File: src/rtl/arb_pkg.sv
// Shared types for the unified memory arbiter: FSM states, grant selector and default watchdog limit.
package arb_pkg;

    typedef enum logic [1:0] {
        IDLE    = 2'd0,
        BUSY_IF = 2'd1,
        BUSY_D  = 2'd2
    } arb_state_t;

    typedef enum logic {
        GNT_IF = 1'b0,
        GNT_D  = 1'b1
    } arb_grant_t;

    localparam int TIMEOUT = 16;

endpackage

File: src/rtl/arb_watchdog.sv
// Counts busy cycles without a memory acknowledge; flags expiry once the count reaches TIMEOUT.
module arb_watchdog #(
    parameter int TIMEOUT = 16
) (
    input  logic clk,
    input  logic rst,
    input  logic clear,
    input  logic enable,
    output logic expired
);

    localparam int CNT_W = $clog2(TIMEOUT + 1);

    logic [CNT_W-1:0] count;

    // Saturates at TIMEOUT so an abandoned count cannot wrap back to a quiet value.
    always_ff @(posedge clk or negedge rst) begin
        if (!rst) begin
            count <= '0;
        end else if (clear) begin
            count <= '0;
        end else if (enable && (count != CNT_W'(TIMEOUT))) begin
            count <= count + 1'b1;
        end
    end

    assign expired = (count == CNT_W'(TIMEOUT));

endmodule

File: src/rtl/unified_mem_arbiter.sv
// Fetch/data arbiter for a single-port unified memory; data wins ties, grants alternate under contention.
// Optional watchdog abort on a missing mem_ack is enabled by defining ARB_TIMEOUT_EN.
module unified_mem_arbiter
    import arb_pkg::*;
#(
    parameter int WIDTH   = 32,
    parameter int TIMEOUT = arb_pkg::TIMEOUT
) (
    input  logic             clk,
    input  logic             rst,
    input  logic             if_req,
    input  logic [WIDTH-1:0] if_addr,
    output logic [WIDTH-1:0] if_rdata,
    output logic             if_ready,
    input  logic             d_req,
    input  logic             d_we,
    input  logic [WIDTH-1:0] d_addr,
    input  logic [WIDTH-1:0] d_wdata,
    output logic [WIDTH-1:0] d_rdata,
    output logic             d_ready,
    output logic             mem_req,
    output logic             mem_we,
    output logic [WIDTH-1:0] mem_addr,
    output logic [WIDTH-1:0] mem_wdata,
    input  logic [WIDTH-1:0] mem_rdata,
    input  logic             mem_ack,
    output logic             stall_F,
    output logic             stall_M,
    output logic             err
);

    arb_state_t state, state_next;
    arb_grant_t grant_sel;
    logic       grant;
    logic       busy;
    logic       expired;
    logic       timed_out;
    logic       done;

    assign busy      = (state != IDLE);
    assign timed_out = busy & ~mem_ack & expired;
    assign done      = busy & (mem_ack | expired);

`ifdef ARB_TIMEOUT_EN
    arb_watchdog #(
        .TIMEOUT (TIMEOUT)
    ) u_watchdog (
        .clk     (clk),
        .rst     (rst),
        .clear   (grant),
        .enable  (busy & ~mem_ack),
        .expired (expired)
    );
`else
    // Without the watchdog a transaction never expires; the comparison is always false.
    assign expired = (TIMEOUT < 0);
`endif

    always_ff @(posedge clk or negedge rst) begin
        if (!rst) begin
            state <= IDLE;
        end else begin
            state <= state_next;
        end
    end

    // The served requester's req is ignored in its completion cycle, which forces alternation.
    always_comb begin
        state_next = state;
        grant      = 1'b0;
        grant_sel  = GNT_IF;
        case (state)
            IDLE: begin
                if (d_req) begin
                    state_next = BUSY_D;
                    grant      = 1'b1;
                    grant_sel  = GNT_D;
                end else if (if_req) begin
                    state_next = BUSY_IF;
                    grant      = 1'b1;
                    grant_sel  = GNT_IF;
                end
            end
            BUSY_IF: begin
                if (done) begin
                    if (d_req) begin
                        state_next = BUSY_D;
                        grant      = 1'b1;
                        grant_sel  = GNT_D;
                    end else begin
                        state_next = IDLE;
                    end
                end
            end
            BUSY_D: begin
                if (done) begin
                    if (if_req) begin
                        state_next = BUSY_IF;
                        grant      = 1'b1;
                        grant_sel  = GNT_IF;
                    end else begin
                        state_next = IDLE;
                    end
                end
            end
            default: state_next = IDLE;
        endcase
    end

    always_ff @(posedge clk or negedge rst) begin
        if (!rst) begin
            mem_we    <= 1'b0;
            mem_addr  <= '0;
            mem_wdata <= '0;
        end else if (grant) begin
            if (grant_sel == GNT_D) begin
                mem_we    <= d_we;
                mem_addr  <= d_addr;
                mem_wdata <= d_wdata;
            end else begin
                mem_we    <= 1'b0;
                mem_addr  <= if_addr;
                mem_wdata <= '0;
            end
        end
    end

    assign mem_req  = busy & ~timed_out;
    assign err      = timed_out;
    assign if_ready = (state == BUSY_IF) & done;
    assign d_ready  = (state == BUSY_D) & done;
    // An aborted transaction returns zero data, hence the gating on mem_ack rather than on ready.
    assign if_rdata = ((state == BUSY_IF) && mem_ack) ? mem_rdata : '0;
    assign d_rdata  = ((state == BUSY_D) && mem_ack) ? mem_rdata : '0;
    assign stall_F  = if_req & ~if_ready;
    assign stall_M  = d_req & ~d_ready;

endmodule
File: config.mk
export PLATFORM = sky130hd
export DESIGN_NAME = unified_mem_arbiter
export DESIGN_NICKNAME = d
export VERILOG_FILES = /design/src/rtl/arb_pkg.sv /design/src/rtl/arb_watchdog.sv /design/src/rtl/unified_mem_arbiter.sv
export SDC_FILE = /design/constraint.sdc
export NUM_CORES = 1
export LEC_CHECK = 0
export CORE_AREA = 2 2 104 106
export CTS_CLUSTER_SIZE = 40
export DETAILED_ROUTE_END_ITERATION = 7
export DIE_AREA = 0 0 106 108
export PLACE_DENSITY = 0.83
export SLEW_MARGIN = 20
export SYNTH_ARGS = -nofsm -noshare
export SYNTH_HDL_FRONTEND = slang
export SYNTH_HIERARCHICAL = 1
export SYNTH_SLANG_ARGS = --single-unit
File: constraint.sdc
create_clock -name clk -period 2.5 [get_ports clk]
set_clock_uncertainty 0.1 [all_clocks]
set_input_delay 0.5 -clock clk [delete_from_list [all_inputs] [get_ports clk]]
set_output_delay 0.5 -clock clk [all_outputs]
set_load 0.05 [all_outputs]
Word-level counts from Yosys, hierarchy flattened
Cells that the tools add are included.

storage, ports and cells
  logic and storage cells = 40
  bits of input ports = 134
  bits in registers = 67
  output and inout port bits = 135

operators by class
  reduce and logical (&&, ||, !) cells = 5
  bitwise gates (word level) = 7
  mux-type cells = 19
  eq/ne operators = 5

operators by type and width
  operator                                              count
  two-way mux 32 bit                                    4
  two-way mux 2 bit                                     5
  two-way mux 1 bit                                     7
  one-hot mux 2 bit (3 select lines)                    1
  AND 1 bit                                             5
  inequality test 2 bit (second input constant)         2
  inequality test 3 bit (second input constant)         1
  one-hot mux 1 bit (3 select lines)                    1
  AND reduction 3 bit                                   1
  equality test 2 x 1 -> 1 bit (second input constant)  1
  equality test 2 bit (second input constant)           1
  logical AND 1 bit                                     2
  logical NOT 2 bit                                     1
  inverter 1 bit                                        2
  one-hot mux 1 bit (2 select lines)                    1
  nonzero test 2 bit                                    1

Logic depth before layout (Yosys ltp)
Gate-level depths: netlist of the first run.

  depth after elaboration = 5
  mapped depth = 6

Worst setup path after synthesis of the first run
No wires, ideal clock.

  path type = register -> output
  start = register state[1]
  end = output if_rdata[22]
  stages on the path, launching flop included = 5
  buffers on the path = 1
  path slack = 0.005 ns
  arrival time = 1.895 ns
  cells stage by stage = dfrtp_1 nand2b_1 nor2_1 clkbuf_1 and2_1

between the ends
  cells in the longest elaborated chain, start to end = 3

ends and longest elaborated chain
  element                       line                        RTL
  from (decl)                   unified_mem_arbiter.sv:32   arb_state_t state, state_next;
  from (signal assigned)        unified_mem_arbiter.sv:63   state <= state_next;
  equality test 2 x 1 -> 1 bit  unified_mem_arbiter.sv:133  assign if_rdata = ((state == BUSY_IF) && mem_ack) ? mem_rdata : '0;
  logical AND 1 bit             unified_mem_arbiter.sv:133
  two-way mux 32 bit            unified_mem_arbiter.sv:133
  to (decl)                     unified_mem_arbiter.sv:13   output logic [WIDTH-1:0] if_rdata,

Every way passes these cells.

Final worst setup path of the first run
  start = register state[1]
  end = output if_rdata[25]

The elaborated chain is that of the path after synthesis.

==> run summary, run 1 <==
The leakage component of the power is 3.10 nW. The initial antenna violation count came out at 3. In the final design database the tool counted 683 nets.

The maximum number of pins on one net before global-route repair came out at 42. The depth of the worst register-to-register path is 5. The number of global-route vias before repair is 3471. The placeable core region came out at 10200 sq um. The total congestion overflow after global routing came out at 0. The most critical setup path has its endpoint at if_rdata[25].

The die outline width is 106 microns. Walking the worst path, the cells encountered are nand2b_1 > nor2_4 > buf_12 > and2_1 > buf_12. The pre-CTS worst setup slack is -0.0600 ns.

The vertical extent of the die is 108 microns. In this run the cell area of the synthesized design comes to 3430 sq um. The clock net in this run drives a total of 67 sinks. The first-pass GRT wire length is 19.4 mm. The tree is rooted in a sky130_fd_sc_hd__clkbuf_8. Counting the buffers created by CTS gives 9. For this block, the initial DRC count from the detailed router was 85. The starting utilization of the core area came out at 0.335. The floorplan die area came out at 11400 sq um. Relative to the synthesized area, the layout overhead comes to 112%.

The portion of synthesized area spent on multiplexers is 0.237. The post-placement cell area is 7030 sq um. The number of violations of the max-capacitance limit is 0. The first-pass iteration count of the detailed router came out at 4. The critical path starts at state[1]. Of the total synthesized cell area, the portion taken by AND, OR, NAND and NOR gates is 0.143. The post-route fraction of the period consumed by the critical path came out at 0.958. Setup violations remaining at the end of the flow were counted as 0.

The max-slew violation total from the final report came out at 0. The flow ran to the end, and the final reports show no timing, DRC or antenna violations. For this run, the number of Yosys warnings is 6. In the post-synthesis netlist, the biggest area contributors are sky130_fd_sc_hd__dfrtp_1 49%, sky130_fd_sc_hd__mux2_2 13%, sky130_fd_sc_hd__and2_1 12%, sky130_fd_sc_hd__mux2_4 11%, sky130_fd_sc_hd__a22o_1 8.4%. Final hold analysis gives a worst-case slack of 0.0716 ns.

The post-detailed-routing wire length came out at 13.3 mm. The share of synthesized flip-flops with an asynchronous set or reset is 1.00. The normalized max-slew margin came out at 0.576. The number of placed instances with taps included is 671.

Clock latency on the worst-skew pair, taken at its later pin, is 0.33 ns. The startpoint of the most critical register-to-register path is state[0]. Setup repair after global routing left no endpoint under its margin. The endpoint class of the critical path is a primary output. Derived from the worst setup path, the maximum achievable clock frequency is 0.417 GHz.

The sequential fraction of the synthesis area came out at 0.489. The fraction of final layout cells with drive strength greater than 1 is 0.306. The total via count in the routed design came out at 3238. The number of flops mapped to enable cells by yosys came out at 0. The buffer depth of the longest clock path is 2. TritonCTS built the clock tree.

In the synthesized netlist the dominant register cell turns out to be sky130_fd_sc_hd__dfrtp_1. The synthesized-area fraction occupied by ao, oa, aoi and oai cells was 0.0950. The total I/O pin count came out at 269. The number of hold-slack violations in the final timing report is 0. The count of buffers added on input and output ports is 267.

The class of the tightest hold or removal check is input port to asynchronous set/reset pin. The dominant cell type by area after synthesis is sky130_fd_sc_hd__dfrtp_1. The final worst-path setup slack came out at 0.105 ns. The maximum fanout encountered on the critical timing path came out at 17. The number of nets still failing antenna checks after routing came out at 0. In this run the critical register-to-register path is captured at mem_addr[19]. The average wire per standard cell is 19.2 microns. For this run, design rule violations remaining after detail routing come to 0. In this run the number of H-tree levels came out at 3. After synthesis the netlist holds a flip-flop and latch count of 67. The area fraction of the dominant cell type after synthesis came out at 0.489. The global router's overall resource usage is 0.224. The total number of placement rows is 37.

The slowest stage of the critical path belongs to the cell sky130_fd_sc_hd__dfrtp_1. The placed wire-length estimate after detailed placement came out at 10.5 mm. The average footprint of a synthesized cell is 12.6 sq um. The CTS clock-pin slew for the worst setup and hold paths came out at 0.07 ns. Of the total synthesized cell area, the portion taken by full adders, half adders and majority gates is 0. The dominant combinational cell family by area after synthesis is multiplexers. Across all register-to-register paths, the minimum setup slack is 0.60 ns. After detailed routing, the number of vias per cell comes to 4.68. Subtracting the final worst setup slack from the clock period gives 2.40 ns. sky130_fd_sc_hd__dfrtp_1 is the most common cell in the netlist. The worst-case IR drop observed on VDD is 0.525 mV.

The summed area of non-filler cells in the final layout came out at 7270 sq um. The congestion estimate from routability-driven global placement came to 0.843. Sorting the synthesized cells by how often they occur yields 67 x sky130_fd_sc_hd__dfrtp_1, 64 x sky130_fd_sc_hd__and2_1, 39 x sky130_fd_sc_hd__mux2_2.

Among the stages of the critical path, the cell type that occurs most often is sky130_fd_sc_hd__buf_12. Setup total negative slack on the finished layout was measured at 0 ns. STA classifies the critical path startpoint as a flop. The required time of the worst setup path came out at 1.90 ns. The unique cell type count in the Yosys netlist came out at 23. The largest incremental delay on the critical path came out at 0.43 ns. The synthesized netlist net count came out at 405. The finished layout holds 692 standard cells, fillers aside. In this run the power density over the cells is 849 nW/um^2. Of the total synthesized cell area, the portion taken by XOR and XNOR cells is 0. The kind of critical path is flop to primary output.

The post-synthesis instance total is 271. For the pin with the worst max-slew slack, the measured transition is 0.635 ns. The critical path data arrival time is 1.80 ns.
==> kinds of logic after synthesis <==
kind of cell	Yosys count
muxes	64
DFF	67
buffers and inverters	21
other	1
and+or+nand+nor	79
AOI/OAI and AO/OA	39
==> report_power, final <==
part / switching [mW] / internal [mW] / leakage (nW) / total [mW]
logic: 2.15 / 1.57 / 2.18 / 3.72
clock network: 0.386 / 0.453 / 0.0902 / 0.839
registers: 0.196 / 1.42 / 0.829 / 1.61
==> per-layer routing <==
metal  global-route usage  vias to the layer above  wire length (microns)
met2                0.412                      182                   7130
met3               0.0796                       22                   1110
met4                0.108                        0                    382
met5                    0                        -                      0
li1                     -                     1502                      -
met1                0.225                     1532                   4630
==> worst min path at each step <==
stage               depth (start not counted)  slack [ns]             to     startpoint
floorplan                                   0        0.10    mem_addr[0]            rst
global placement                            1        0.37   mem_addr[10]   mem_addr[10]
detailed placement                          1        0.39  mem_wdata[22]  mem_wdata[22]
CTS                                         1        0.08   mem_wdata[6]            rst
global route                                1        0.11   mem_wdata[6]            rst
finish                                      1        0.07   mem_wdata[6]            rst
==> registers in the layout, indices dropped and copies added (netlist names) <==
| name | cells |
|---|---|
| mem_addr | 32 |
| mem_wdata | 32 |
| mem_we | 1 |
| state | 2 |
==> final cells by class <==
cell class,instances,area [sq um]
repair buffers,287,3590
fillers,707,2960
flip-flops and latches,67,1680
multi-input cells,183,1650
well taps,136,170
clock buffers,12,135
clock inverters,3,40.0
diodes,3,7.51
inverters,1,3.75
==> repair_timing <==
action | CTS | global route
endpoints found under the hold margin | 0 | 0
buffers inserted | 0 | 1
hold buffers | 0 | 0
resized for setup | 1 | 4
pin swaps | 0 | 1
endpoints found under the setup margin | 31 | 41
cloned | 0 | 2
==> layout by cell type, fill, tap and decap left out, drive strengths merged <==
cell type / synthesis / routed
a22o: 33 / 33
and2: 64 / 64
and2b: 1 / 1
buf: 14 / 88
bufinv: 0 / 1
clkbuf: 6 / 13
clkdlybuf4s50: 0 / 196
clkinv: 0 / 2
conb: 1 / 1
dfrtp: 67 / 67
diode: 0 / 3
dlymetal6s2s: 0 / 2
inv: 1 / 1
mux2: 64 / 64
nand2: 1 / 1
nand2b: 1 / 1
nor2: 4 / 4
nor2b: 5 / 5
nor3: 2 / 2
o21a: 1 / 1
o21ai: 5 / 5
or2: 1 / 1
==> metrics by stage <==
step	utilization	total power, mW
5_1_grt	0.710	6.41
3_3_place_gp	0.687	5.28
4_1_cts	0.704	6.21
3_5_place_dp	0.687	5.34
6_report	0.710	6.17
2_1_floorplan	-	3.80
==> critical path, delay by kind of cell, from the launching register on <==
kind	cells	cell delay [ns]
simple gates	3	0.68
flops	1	0.43
buf+inv	2	0.35
Power figures use the tool's default switching activity.
==> inputs of run 2 (changes only) <==
PLACE_DENSITY = 0.91   (was 0.83)
==> run summary, run 2 (synthesis gave the netlist of run 1 again) <==
The run finished with clean final reports. The final worst-path setup slack is 0.165 ns. The first-pass GRT wire length is 20.5 mm. Summing all multi-input logic gate instances after layout gives 1650 sq um. The DRC marker count from the first detailed-route iteration is 93. The initial antenna violation count is 5. The time the worst path needs with I/O delays and setup came out at 2.34 ns. Entering global routing, the biggest net connects 41 pins.

The worst setup path is of the flop to primary output kind. The total power density per cell area is 850 nW/um^2. For the worst flop-to-flop path, the logic depth is 5. The placed wire-length estimate after detailed placement is 11.3 mm. The post-route fraction of the period consumed by the critical path came out at 0.934.

The largest registers in the layout are mem_addr: 32 flops, mem_wdata: 32 flops, state: 2 flops. The tree is rooted in a sky130_fd_sc_hd__clkbuf_8. The filler cell count in the final layout is 684. The floorplan die area is 11400 sq um.

The library cell used most frequently in the layout, excluding fill and tap cells, is sky130_fd_sc_hd__clkdlybuf4s50_1. Of the total power, registers draw 0.265. Of the total power, the share spent switching nets is 0.450.

Timing analysis after detailed placement gives a worst setup slack of -0.0675 ns. The number of global-route vias before repair is 3675. The min-delay analysis places its worst path in the category input port to asynchronous set/reset pin. Data on the critical path is required at its endpoint by 1.90 ns. The maximum fanout encountered on the critical timing path is 17.

The congestion estimate from routability-driven global placement came to 0.893. Once detail routing completed, the nets flagged for antenna violations numbered 0. In the routed layout, each cell is associated on average with a via count of 4.79. The worst hold slack across all endpoints came out at 0.0858 ns. The startpoint of the most critical register-to-register path is state[0]. In this run the worst setup path begins at state[1]. TritonCTS built the clock tree. Derived from the worst setup path, the maximum achievable clock frequency is 0.428 GHz. In this run the vertical extent of the chip is 108 microns. The slew at the pin closest to its max-slew limit is 0.667 ns. The net count reported at finish is 679. The critical path data arrival time is 1.74 ns. For this block, the routed nets add up to 14.0 mm of wire.

The post-cts hold buffer count came out at 0. The later pin in the worst-skew pair is clocked with a latency of 0.33 ns. For this design the top-level I/O count stands at 269. STA classifies the critical path startpoint as a flop. In the layout the commonest cells are 196 x sky130_fd_sc_hd__clkdlybuf4s50_1, 73 x sky130_fd_sc_hd__buf_12, 67 x sky130_fd_sc_hd__dfrtp_1, 64 x sky130_fd_sc_hd__and2_1, 39 x sky130_fd_sc_hd__mux2_2. The clock passes through at most 2 buffers. The global router's overall resource usage came out at 0.240.

The CTS clock-pin slew for the worst setup and hold paths came out at 0.07 ns. Once the clock tree was built, the setup fixing pass inserted 0 buffers. The peak supply drop is 0.660 mV.

The number of standard cells in the final layout excluding fillers is 686. In this run, placement finished with an instance count of 669. Setup repair after global routing left no endpoint under its margin.

The post-placement cell area is 7020 sq um. The number of port buffers came out at 267. Of the cells placed in the final design, the portion with a size suffix greater than 1 is 0.303. The tool flagged a number of max-cap violations equal to 0. The routed layout has 3286 vias. The worst register-to-register path ends at mem_addr[20]. The overall power after layout came out at 6.14 mW. In this run the static leakage power is 3.07 nW. The number of hold-slack violations in the final timing report is 0.

The die is 106 microns wide. The initialized floorplan defines 37 standard-cell rows. The setup-violating endpoint count in the final report is 0.

The share of total power in the clock network is 0.129. In this run the tightest slew margin relative to its limit is 0.555. The internal portion of the total power is 3.38 mW. The initial utilization of the core area, before any placement, comes to 0.335. The first detailed-routing pass ran for 4 iterations.

The power share of the combinational group came out at 0.606. The placeable core region came out at 10200 sq um. The area taken by flip-flops and latches is 1680 sq um. Counting the buffers created by CTS gives 9. The number of clock sinks is 67. The number of remaining DRC errors came out at 0. The total congestion overflow after global routing came out at 0.

The switching power of the nets is 2.76 mW. The summed area of non-filler cells in the final layout came out at 7220 sq um. The average wire per standard cell is 20.4 microns. The max-slew violation total from the final report came out at 0. The worst setup path is captured at a primary output. The slack of the worst reg-to-reg path came out at 0.53 ns.

The number of levels in the clock H-tree is 3. The area growth from synthesis to layout is 111%.
==> run 2: cell types whose count changed in the layout (fill, tap and decap cells not counted) <==
cell	previous run	this run
sky130_fd_sc_hd__clkbuf_1	3	1
sky130_fd_sc_hd__clkinv_2	2	1
sky130_fd_sc_hd__and2_1	63	64
sky130_fd_sc_hd__diode_2	3	2
sky130_fd_sc_hd__dlygate4sd2_1	0	1
sky130_fd_sc_hd__nor2_4	1	2
sky130_fd_sc_hd__nor2_1	3	2
sky130_fd_sc_hd__clkinvlp_4	0	1
sky130_fd_sc_hd__and2_4	1	0
sky130_fd_sc_hd__bufinv_16	1	0
sky130_fd_sc_hd__buf_6	1	0
sky130_fd_sc_hd__clkbuf_8	9	11
sky130_fd_sc_hd__dlymetal6s2s_1	2	1
sky130_fd_sc_hd__buf_4	13	10
==> run 2: final cells by class <==
type,count,share of cell area
multi-input combinational,183,0.229
tap,136,0.0236
antenna,2,0.000693
sequential,67,0.232
clock inverter,2,0.00173
clock buffer,12,0.0215
inverter,1,0.000520
timing repair buffer,283,0.491
==> run 2: layer usage <==
metal  share of wire  global-route usage  vias to the layer above  routed length, microns
li1                -                   -                     1485                       -
met1            0.36               0.247                     1586                    5020
met2            0.51               0.422                      178                    7140
met3            0.10               0.113                       33                    1410
met4           0.030               0.101                        4                     420
met5          0.0016                   0                        -                      23
==> run 2: metrics by stage <==
step,setup TNS [ns],utilization
global placement,0,0.686
detailed placement,-0.470,0.686
floorplan,0,-
CTS,0,0.702
global route,0,0.706
finish,0,0.706
==> run 2: what timing repair did <==
action	in CTS	in global routing
pin swaps	0	0
cloned	0	1
endpoints found under the setup margin	1	60
gates resized for setup	1	3
==> run 2: worst max-delay path by stage <==
stage	end	slack, ns	cells past startpoint
floorplan	if_rdata[22]	0.005	4
detailed placement	mem_addr[20]	-0.07	6
CTS	d_rdata[31]	0.02	6
global placement	mem_addr[16]	0.006	6
global route	if_rdata[1]	0.09	5
finish	if_rdata[18]	0.16	5
==> run 2: power groups by stage <==
| stage | clock (mW) | sequential, mW | combinational, mW |
|---|---|---|---|
| floorplan | 0 | 2.77 | 1.03 |
| global placement | 0 | 1.62 | 3.66 |
| detailed placement | 0 | 1.63 | 3.72 |
| CTS | 0.820 | 1.63 | 3.73 |
| global route | 0.867 | 1.67 | 3.84 |
| finish | 0.793 | 1.63 | 3.72 |
==> run 2: worst max-delay path: stages (launching register included) <==
cell and delay (ns):
sky130_fd_sc_hd__dfrtp_1 0.44, sky130_fd_sc_hd__nand2b_1 0.24, sky130_fd_sc_hd__nor2_4 0.18, sky130_fd_sc_hd__clkbuf_16 0.21, sky130_fd_sc_hd__and2_1 0.19, sky130_fd_sc_hd__buf_12 0.15
==> inputs of run 3 (changes only) <==
CTS_CLUSTER_DIAMETER = 120   (was default)
GPL_ROUTABILITY_DRIVEN = 1   (was default)
==> results of run 3 <==
Same layout as run 2: the final DEF is identical, and so are final timing and power.
